File: src/rtl/ex_pkg.sv
// Shared types, defaults and helpers for the EX issue stage.
// The optional writeback bypass is selected in the RTL by EX_ISSUE_FWD_EN.
package ex_pkg;

  localparam int DATA_W_DEF = 32;
  localparam int REG_AW_DEF = 4;

  typedef enum logic [1:0] {
    ST_EMPTY = 2'd0,
    ST_ONE   = 2'd1,
    ST_TWO   = 2'd2
  } ex_state_e;

  localparam logic [3:0] ALU_ADD   = 4'b0000;
  localparam logic [3:0] ALU_SUB   = 4'b0001;
  localparam logic [3:0] ALU_AND   = 4'b0010;
  localparam logic [3:0] ALU_OR    = 4'b0011;
  localparam logic [3:0] ALU_XOR   = 4'b0100;
  localparam logic [3:0] ALU_SLL   = 4'b0101;
  localparam logic [3:0] ALU_SRL   = 4'b0110;
  localparam logic [3:0] ALU_SRA   = 4'b0111;
  localparam logic [3:0] ALU_SLT   = 4'b1000;
  localparam logic [3:0] ALU_SLTU  = 4'b1001;
  localparam logic [3:0] ALU_PASSB = 4'b1110;

  typedef struct packed {
    logic [DATA_W_DEF-1:0] a;
    logic [DATA_W_DEF-1:0] b;
    logic [REG_AW_DEF-1:0] rs_a;
    logic [REG_AW_DEF-1:0] rs_b;
    logic [3:0]            alu_ctrl;
    logic [REG_AW_DEF-1:0] rd;
    logic                  wr_en;
  } issue_entry_t;

  // Register 0 is hardwired to zero whatever the register file presented.
  function automatic logic [DATA_W_DEF-1:0] src_operand(
    input logic [REG_AW_DEF-1:0] rs,
    input logic [DATA_W_DEF-1:0] val
  );
    logic [DATA_W_DEF-1:0] r;
    if (rs == {REG_AW_DEF{1'b0}}) r = {DATA_W_DEF{1'b0}};
    else                          r = val;
    return r;
  endfunction

  function automatic issue_entry_t wb_snoop(
    input issue_entry_t          e,
    input logic                  we,
    input logic [REG_AW_DEF-1:0] rd,
    input logic [DATA_W_DEF-1:0] data
  );
    issue_entry_t r;
    r = e;
    if (we && (rd != {REG_AW_DEF{1'b0}}) && (e.rs_a == rd)) r.a = data;
    else                                                    r.a = e.a;
    if (we && (rd != {REG_AW_DEF{1'b0}}) && (e.rs_b == rd)) r.b = data;
    else                                                    r.b = e.b;
    return r;
  endfunction

endpackage

File: src/rtl/ex_scoreboard.sv
// Per-register pending bits plus the read-after-write hazard compare for
// the decode-side operands; EX_ISSUE_FWD_EN lets a same-cycle writeback resolve it.
module ex_scoreboard
  import ex_pkg::*;
#(
  parameter int REG_AW = REG_AW_DEF
) (
  input  logic              clk,
  input  logic              rst_n,
  input  logic              set_en_i,
  input  logic [REG_AW-1:0] set_idx_i,
  input  logic              clr_en_i,
  input  logic [REG_AW-1:0] clr_idx_i,
  input  logic              chk_en_i,
  input  logic [REG_AW-1:0] rs_a_i,
  input  logic [REG_AW-1:0] rs_b_i,
  input  logic [1:0]        buf_wr_i,
  input  logic [REG_AW-1:0] buf_rd0_i,
  input  logic [REG_AW-1:0] buf_rd1_i,
  output logic              hazard_o
);

  localparam int NREG = 1 << REG_AW;

  logic [NREG-1:0]   pend_q, pend_d;
  logic [REG_AW-1:0] rs_s [2];
  logic [1:0]        wb_m_s, buf_m_s, pend_m_s, hit_s;

  assign rs_s[0] = rs_a_i;
  assign rs_s[1] = rs_b_i;

  // Pending-bit update: clear applied first so a same-index set wins.
  always_comb begin
    pend_d = pend_q;
    if (clr_en_i) pend_d[clr_idx_i] = 1'b0;
    else          pend_d[clr_idx_i] = pend_q[clr_idx_i];
    if (set_en_i && (set_idx_i != '0)) pend_d[set_idx_i] = 1'b1;
    else                               pend_d[set_idx_i] = pend_d[set_idx_i];
  end

  // Hazard compare against pending registers and buffered destinations.
  always_comb begin
    wb_m_s   = 2'b00;
    buf_m_s  = 2'b00;
    pend_m_s = 2'b00;
    hit_s    = 2'b00;
    for (int i = 0; i < 2; i++) begin
      wb_m_s[i]  = clr_en_i && (clr_idx_i == rs_s[i]);
      buf_m_s[i] = (buf_wr_i[0] && (buf_rd0_i == rs_s[i])) ||
                   (buf_wr_i[1] && (buf_rd1_i == rs_s[i]));
`ifdef EX_ISSUE_FWD_EN
      pend_m_s[i] = pend_q[rs_s[i]] && !wb_m_s[i];
`else
      pend_m_s[i] = pend_q[rs_s[i]] || wb_m_s[i];
`endif
      if (rs_s[i] != '0) hit_s[i] = pend_m_s[i] || buf_m_s[i];
      else               hit_s[i] = 1'b0;
    end
  end

  assign hazard_o = chk_en_i & (|hit_s);

  // Pending-bit register.
  always_ff @(posedge clk or negedge rst_n) begin
    if (!rst_n) pend_q <= '0;
    else        pend_q <= pend_d;
  end

endmodule

File: src/rtl/ex_issue_stage.sv
// Two-entry in-order issue buffer between decode and the ALU with a register
// scoreboard interlock. Define EX_ISSUE_FWD_EN to enable writeback bypass/snoop.
module ex_issue_stage
  import ex_pkg::*;
#(
  parameter int DATA_W = DATA_W_DEF,
  parameter int REG_AW = REG_AW_DEF
) (
  input  logic              clk,
  input  logic              rst_n,
  input  logic              dec_valid,
  output logic              dec_ready,
  input  logic [DATA_W-1:0] dec_a,
  input  logic [DATA_W-1:0] dec_b,
  input  logic [REG_AW-1:0] dec_rs_a,
  input  logic [REG_AW-1:0] dec_rs_b,
  input  logic [3:0]        dec_alu_ctrl,
  input  logic [REG_AW-1:0] dec_rd,
  input  logic              dec_wr_en,
  input  logic              flush,
  input  logic              wb_we,
  input  logic [REG_AW-1:0] wb_rd,
  input  logic [DATA_W-1:0] wb_data,
  output logic              ex_valid,
  input  logic              ex_ready,
  output logic [DATA_W-1:0] ex_a,
  output logic [DATA_W-1:0] ex_b,
  output logic [3:0]        ex_alu_ctrl,
  output logic [REG_AW-1:0] ex_rd,
  output logic              ex_wr_en
);

  ex_state_e         state_q, state_d;
  logic              ready_q, ready_d;
  issue_entry_t      buf0_q, buf0_d, buf1_q, buf1_d;
  issue_entry_t      buf0_s, buf1_s, in_entry_s;
  logic              issue_s, accept_s, hazard_s;
  logic [DATA_W-1:0] op_a_s, op_b_s;
  logic [1:0]        buf_wr_s;

  assign ex_valid    = (state_q != ST_EMPTY);
  assign dec_ready   = ready_q & ~hazard_s & ~flush;
  assign issue_s     = ex_valid & ex_ready;
  assign accept_s    = dec_valid & dec_ready;
  assign ex_a        = buf0_q.a;
  assign ex_b        = buf0_q.b;
  assign ex_alu_ctrl = buf0_q.alu_ctrl;
  assign ex_rd       = buf0_q.rd;
  assign ex_wr_en    = buf0_q.wr_en;

  assign buf_wr_s[0] = ex_valid & buf0_q.wr_en;
  assign buf_wr_s[1] = (state_q == ST_TWO) & buf1_q.wr_en;

`ifdef EX_ISSUE_FWD_EN
  assign op_a_s = (wb_we && (wb_rd == dec_rs_a)) ? wb_data : dec_a;
  assign op_b_s = (wb_we && (wb_rd == dec_rs_b)) ? wb_data : dec_b;
  assign buf0_s = wb_snoop(buf0_q, wb_we, wb_rd, wb_data);
  assign buf1_s = wb_snoop(buf1_q, wb_we, wb_rd, wb_data);
`else
  logic unused_s;
  assign op_a_s   = dec_a;
  assign op_b_s   = dec_b;
  assign buf0_s   = buf0_q;
  assign buf1_s   = buf1_q;
  assign unused_s = ^{wb_data, buf0_q.rs_a, buf0_q.rs_b};
`endif

  // Incoming entry as it will sit in the buffer.
  always_comb begin
    in_entry_s          = '0;
    in_entry_s.a        = src_operand(dec_rs_a, op_a_s);
    in_entry_s.b        = src_operand(dec_rs_b, op_b_s);
    in_entry_s.rs_a     = dec_rs_a;
    in_entry_s.rs_b     = dec_rs_b;
    in_entry_s.alu_ctrl = dec_alu_ctrl;
    in_entry_s.rd       = dec_rd;
    in_entry_s.wr_en    = dec_wr_en;
  end

  ex_scoreboard #(.REG_AW(REG_AW)) u_scoreboard (
    .clk       (clk),
    .rst_n     (rst_n),
    .set_en_i  (issue_s & buf0_q.wr_en),
    .set_idx_i (buf0_q.rd),
    .clr_en_i  (wb_we),
    .clr_idx_i (wb_rd),
    .chk_en_i  (dec_valid),
    .rs_a_i    (dec_rs_a),
    .rs_b_i    (dec_rs_b),
    .buf_wr_i  (buf_wr_s),
    .buf_rd0_i (buf0_q.rd),
    .buf_rd1_i (buf1_q.rd),
    .hazard_o  (hazard_s)
  );

  // Occupancy FSM and entry movement; buf0 is always the head.
  always_comb begin
    state_d = state_q;
    buf0_d  = buf0_s;
    buf1_d  = buf1_s;
    case (state_q)
      ST_EMPTY: begin
        if (accept_s) begin
          buf0_d  = in_entry_s;
          state_d = ST_ONE;
        end else begin
          state_d = ST_EMPTY;
        end
      end
      ST_ONE: begin
        if (issue_s && accept_s) begin
          buf0_d  = in_entry_s;
          state_d = ST_ONE;
        end else if (issue_s) begin
          state_d = ST_EMPTY;
        end else if (accept_s) begin
          buf1_d  = in_entry_s;
          state_d = ST_TWO;
        end else begin
          state_d = ST_ONE;
        end
      end
      ST_TWO: begin
        if (issue_s) begin
          buf0_d  = buf1_s;
          state_d = ST_ONE;
        end else begin
          state_d = ST_TWO;
        end
      end
      default: state_d = ST_EMPTY;
    endcase
    // The head may still issue under flush; everything left is dropped.
    if (flush) state_d = ST_EMPTY;
    else       state_d = state_d;
    ready_d = (state_d != ST_TWO);
  end

  // State and buffer registers.
  always_ff @(posedge clk or negedge rst_n) begin
    if (!rst_n) begin
      state_q <= ST_EMPTY;
      ready_q <= 1'b0;
      buf0_q  <= '0;
      buf1_q  <= '0;
    end else begin
      state_q <= state_d;
      ready_q <= ready_d;
      buf0_q  <= buf0_d;
      buf1_q  <= buf1_d;
    end
  end

endmodule

File: config.mk
export PLATFORM = sky130hd
export DESIGN_NAME = ex_issue_stage
export DESIGN_NICKNAME = d
export VERILOG_FILES = /design/src/rtl/ex_pkg.sv /design/src/rtl/ex_scoreboard.sv /design/src/rtl/ex_issue_stage.sv
export SDC_FILE = /design/constraint.sdc
export NUM_CORES = 1
export LEC_CHECK = 0
export CELL_PAD_IN_SITES_DETAIL_PLACEMENT = 0
export CELL_PAD_IN_SITES_GLOBAL_PLACEMENT = 2
export CORE_MARGIN = 2
export CORE_UTILIZATION = 33
export CTS_CLUSTER_DIAMETER = 60
export DETAILED_ROUTE_END_ITERATION = 8
export GPL_ROUTABILITY_DRIVEN = 0
export PLACE_DENSITY = 0.84
export SYNTH_ARGS = -nofsm -noshare
export SYNTH_HDL_FRONTEND = slang
export SYNTH_SLANG_ARGS = --single-unit
File: constraint.sdc
create_clock -name clk -period 8.07 [get_ports clk]
set_input_delay 2.0175 -clock clk [delete_from_list [all_inputs] [get_ports clk]]
set_output_delay 2.0175 -clock clk [all_outputs]
set_load 0.02 [all_outputs]
==> impl_metrics.tcl <==
set metrics [dict create \
    run_status "finished, final reports clean" \
    p_leak_nw 4.532 \
    ys_seq_area_share_pct 49.45 \
    setup_violations 0 \
    rsz0062_at_grt "false" \
    final_net_count 1121 \
    slowest_stage "clkdlybuf4s50_1" \
    clk_latency_ps 430 \
    hp-class "flip-flop to flip-flop" \
    diodes 0 \
    drc 0 \
    power.density_mw_per_mm2 329.3 \
    start_kind "primary input" \
    crit_path_end_kind "output pin" \
    post_cts_buffers 0 \
    max_freq_ghz 0.1380 \
    drv_cap 0 \
    core_area_mm2 0.02504 \
    crit_end "dec_ready" \
    period_minus_slack_ps 7246 \
    port_buffers 165 \
    hold_violations 0 \
    synthesis.nets 993 \
    crit_chain "clkdlybuf4s50_1 -> mux4_2 -> nand2_1 -> o2111ai_1 -> o31ai_1 -> nand3_1 -> a21boi_0 -> clkdlybuf4s50_1" \
    rr_startpoint "ex_rd[1]$_DFFE_PN0P_" \
    crit_family "buffers and inverters" \
    slowest_delay_ps 780 \
    r2r-end "ex_a[0]$_DFFE_PN0P_" \
    synth.top_cell.area_share_pct 49.45 \
    cts_tree "yes" \
    grt_use_total_pct 16.97 \
    area_delta_synth_final_pct 29.23 \
    worst-r2r-cell-count 11 \
    dr.pass1.iters 5 \
    synthCells 868 \
    synth_seq_cells 165 \
    wirelength_mm 21.87 \
    synth_area_leader_cell "dfrtp_1" \
    antenna_found_initial 0 \
    grt_first_pass_wirelength_mm 35.31 \
    synth_flop_cell "dfrtp_1" \
    initial_core_util_pct 33.35 \
    cp-startpoint "dec_rs_b[1]" \
    die_h_um 163.1 \
    drv_slew 0 \
    final_cell_area_mm2 0.01079 \
    cp.depth 8 \
    worst_pin_slew_ps 829.5 \
    post-route-period-util_pct 89.79 \
    die-area_mm2 0.02659 \
    grt_pass1_vias 6473 \
    synthTopCellsByArea "dfrtp_1 49%, mux2_2 11%, nand2_1 11%" \
    cts_buffers 17 \
    final_antenna_net_count 0 \
    synth.avg_cell_area_um2 9.620 \
    yosys_warnings 0 \
    die_w_um 163.1 \
    avgRoutedWirePerCell_um 16.33 \
    overflow 0 \
    netlist_area_mm2 0.008351 \
    synth_edf_count 0 \
    clk_pin_slew_ps 70 \
    final.setup.tns_ps 0 \
    clock_skew_ps 18.64 \
    slew-limit-headroom_pct 44.70 \
    clockBufferDepth 2 \
    grt_max_degree 138 \
    vdd_ir_drop_max_mv 0.1294 \
    crit_top_cell "clkdlybuf4s50_1" \
    drtIter0Drc 293 \
    ios 198 \
    path_max_fanout 8 \
    cts-resized-gates 0 \
    root_buffer "clkbuf_16" \
    via_per_inst 4.887 \
    ys_types 53 \
    nFillCells 2477 \
    rows 58 \
    crit_required_ps 6050 \
    layout-drive-gt1-share_pct 13.88 \
    worst-r2r-setup-slack_ps 4310 \
    h-tree-depth 4 \
    dpl_cell_area_mm2 0.01021 \
    crit_buf_inv 2 \
    worstPathArrival_ps 5230 \
    hold_buffers 0 \
    dpl.hpwl_mm 14.61 \
    numClockSinks 165 \
    path_class "primary input to output pin" \
    vias 6544 \
    async_reset_ff_share_pct 100.0 \
]
==> metrics by stage <==
step / total power [mW] / std cells / worst slack, ps / utilization (%) / hold slack (ps)
2_1_floorplan: 2.152 / 868 / 2174 / - / 449.7
3_3_place_gp: 2.767 / 1307 / 828.5 / 40.80 / 461.0
3_5_place_dp: 2.787 / 1307 / 863.7 / 40.80 / 469.9
4_1_cts: 3.599 / 1339 / 836.0 / 43.10 / 486.1
5_1_grt: 3.786 / 1339 / 583.3 / 43.10 / 496.8
6_report: 3.553 / 1339 / 823.8 / 43.10 / 481.1
==> layer usage <==
layer | up-vias | share of wire (%) | track usage [%]
li1 | 3238 | - | -
met1 | 3169 | 47 | 23.51
met2 | 122 | 47 | 27.41
met3 | 15 | 3.9 | 3.276
met4 | 0 | 1.1 | 4.224
met5 | - | 0 | 0
==> worst register-to-register path: cells and delay by family (launching register included) <==
kind	cells	cell delay (ps)
fa+ha+maj	1	190
simple gates	4	620
flops	1	820
xor+xnor	1	150
buf+inv	1	550
compound gates	3	890
mux	1	410
==> cell usage in the layout (no fill, tap or decap), types with 3 or more instances in the layout <==
| cell type | instances |
|---|---|
| a21oi_1 | 8 |
| inv_1 | 6 |
| nand2_1 | 237 |
| o21a_1 | 4 |
| mux4_2 | 7 |
| o31ai_1 | 8 |
| mux2_1 | 5 |
| nor3_1 | 7 |
| clkdlybuf4s50_1 | 164 |
| xnor2_1 | 18 |
| nor4_1 | 3 |
| mux2_2 | 81 |
| nand4_1 | 5 |
| clkbuf_16 | 17 |
| o221ai_1 | 4 |
| nand3_1 | 8 |
| o211ai_1 | 6 |
| xor2_1 | 4 |
| inv_8 | 4 |
| mux2i_1 | 15 |
| clkinv_4 | 3 |
| inv_6 | 5 |
| nand3b_1 | 6 |
| nor2_1 | 15 |
| buf_4 | 11 |
| nand2b_1 | 7 |
| dfrtp_1 | 165 |
| or2_2 | 5 |
| nand4bb_1 | 3 |
| nor2b_1 | 5 |
| nand4b_1 | 3 |
| o21ai_0 | 137 |
==> Yosys cell counts, types with 4 or more instances <==
cell,number
o21a_1,4
mux2_1,5
mux2i_1,15
dfrtp_1,165
nor2_1,15
nand2_1,237
o21ai_0,137
or2_2,5
nand3_1,8
inv_1,6
o31ai_1,8
mux4_2,7
nor3_1,7
o221ai_1,4
mux2_2,81
a21oi_1,8
buf_6,5
xor2_1,4
buf_2,9
nand2b_1,7
nor2b_1,6
nand3b_1,6
clkbuf_1,48
nand4_1,5
xnor2_1,18
buf_1,4
o211ai_1,6
==> cell families after synthesis <==
kind of cell,Yosys count,synth area share [%]
fa+ha+maj,2,0.2996
flops,165,49.45
buf+inv,74,4.000
compound gates,186,12.68
xor+xnor,22,2.307
mux,108,15.28
simple gates,311,15.99
==> where the power goes <==
part | switching, mW | total [mW] | internal, mW
sequential | 0.255 | 1.41 | 1.15
combinational | 0.647 | 1.35 | 0.698
clock | 0.387 | 0.801 | 0.414
==> cell type report <==
class | instances | area [um2] | area share, %
flip-flops and latches | 165 | 4129 | 38.26
clock inverters | 14 | 147.6 | 1.368
inverters | 6 | 22.52 | 0.2087
clock buffers | 18 | 429.2 | 3.977
well taps | 330 | 412.9 | 3.826
multi-input cells | 629 | 3895 | 36.09
repair buffers | 177 | 1755 | 16.27
==> state kept, by name, indices dropped and copies added (netlist names) <==
register             cells
buf1_q                  73
u_scoreboard.pend_q     16
ex_wr_en                 1
ex_rd                    4
ready_q                  1
state_q                  2
ex_b                    32
ex_a                    32
ex_alu_ctrl              4
==> how the worst min path moves through the flow <==
stage	slack, ps	startpoint	to	cells after the start
final	480	buf1_q[53]$_DFFE_PN0P_	buf1_q[53]$_DFFE_PN0P_	2
after global routing	500	buf1_q[63]$_DFFE_PN0P_	buf1_q[63]$_DFFE_PN0P_	2
after CTS	490	buf1_q[48]$_DFFE_PN0P_	buf1_q[48]$_DFFE_PN0P_	2
after detailed placement	470	buf1_q[45]$_DFFE_PN0P_	buf1_q[45]$_DFFE_PN0P_	2
after global placement	460	buf1_q[49]$_DFFE_PN0P_	buf1_q[49]$_DFFE_PN0P_	2
after floorplan	450	buf1_q[17]$_DFFE_PN0P_	buf1_q[17]$_DFFE_PN0P_	2
No activity file was read; power rests on OpenSTA's default activity.
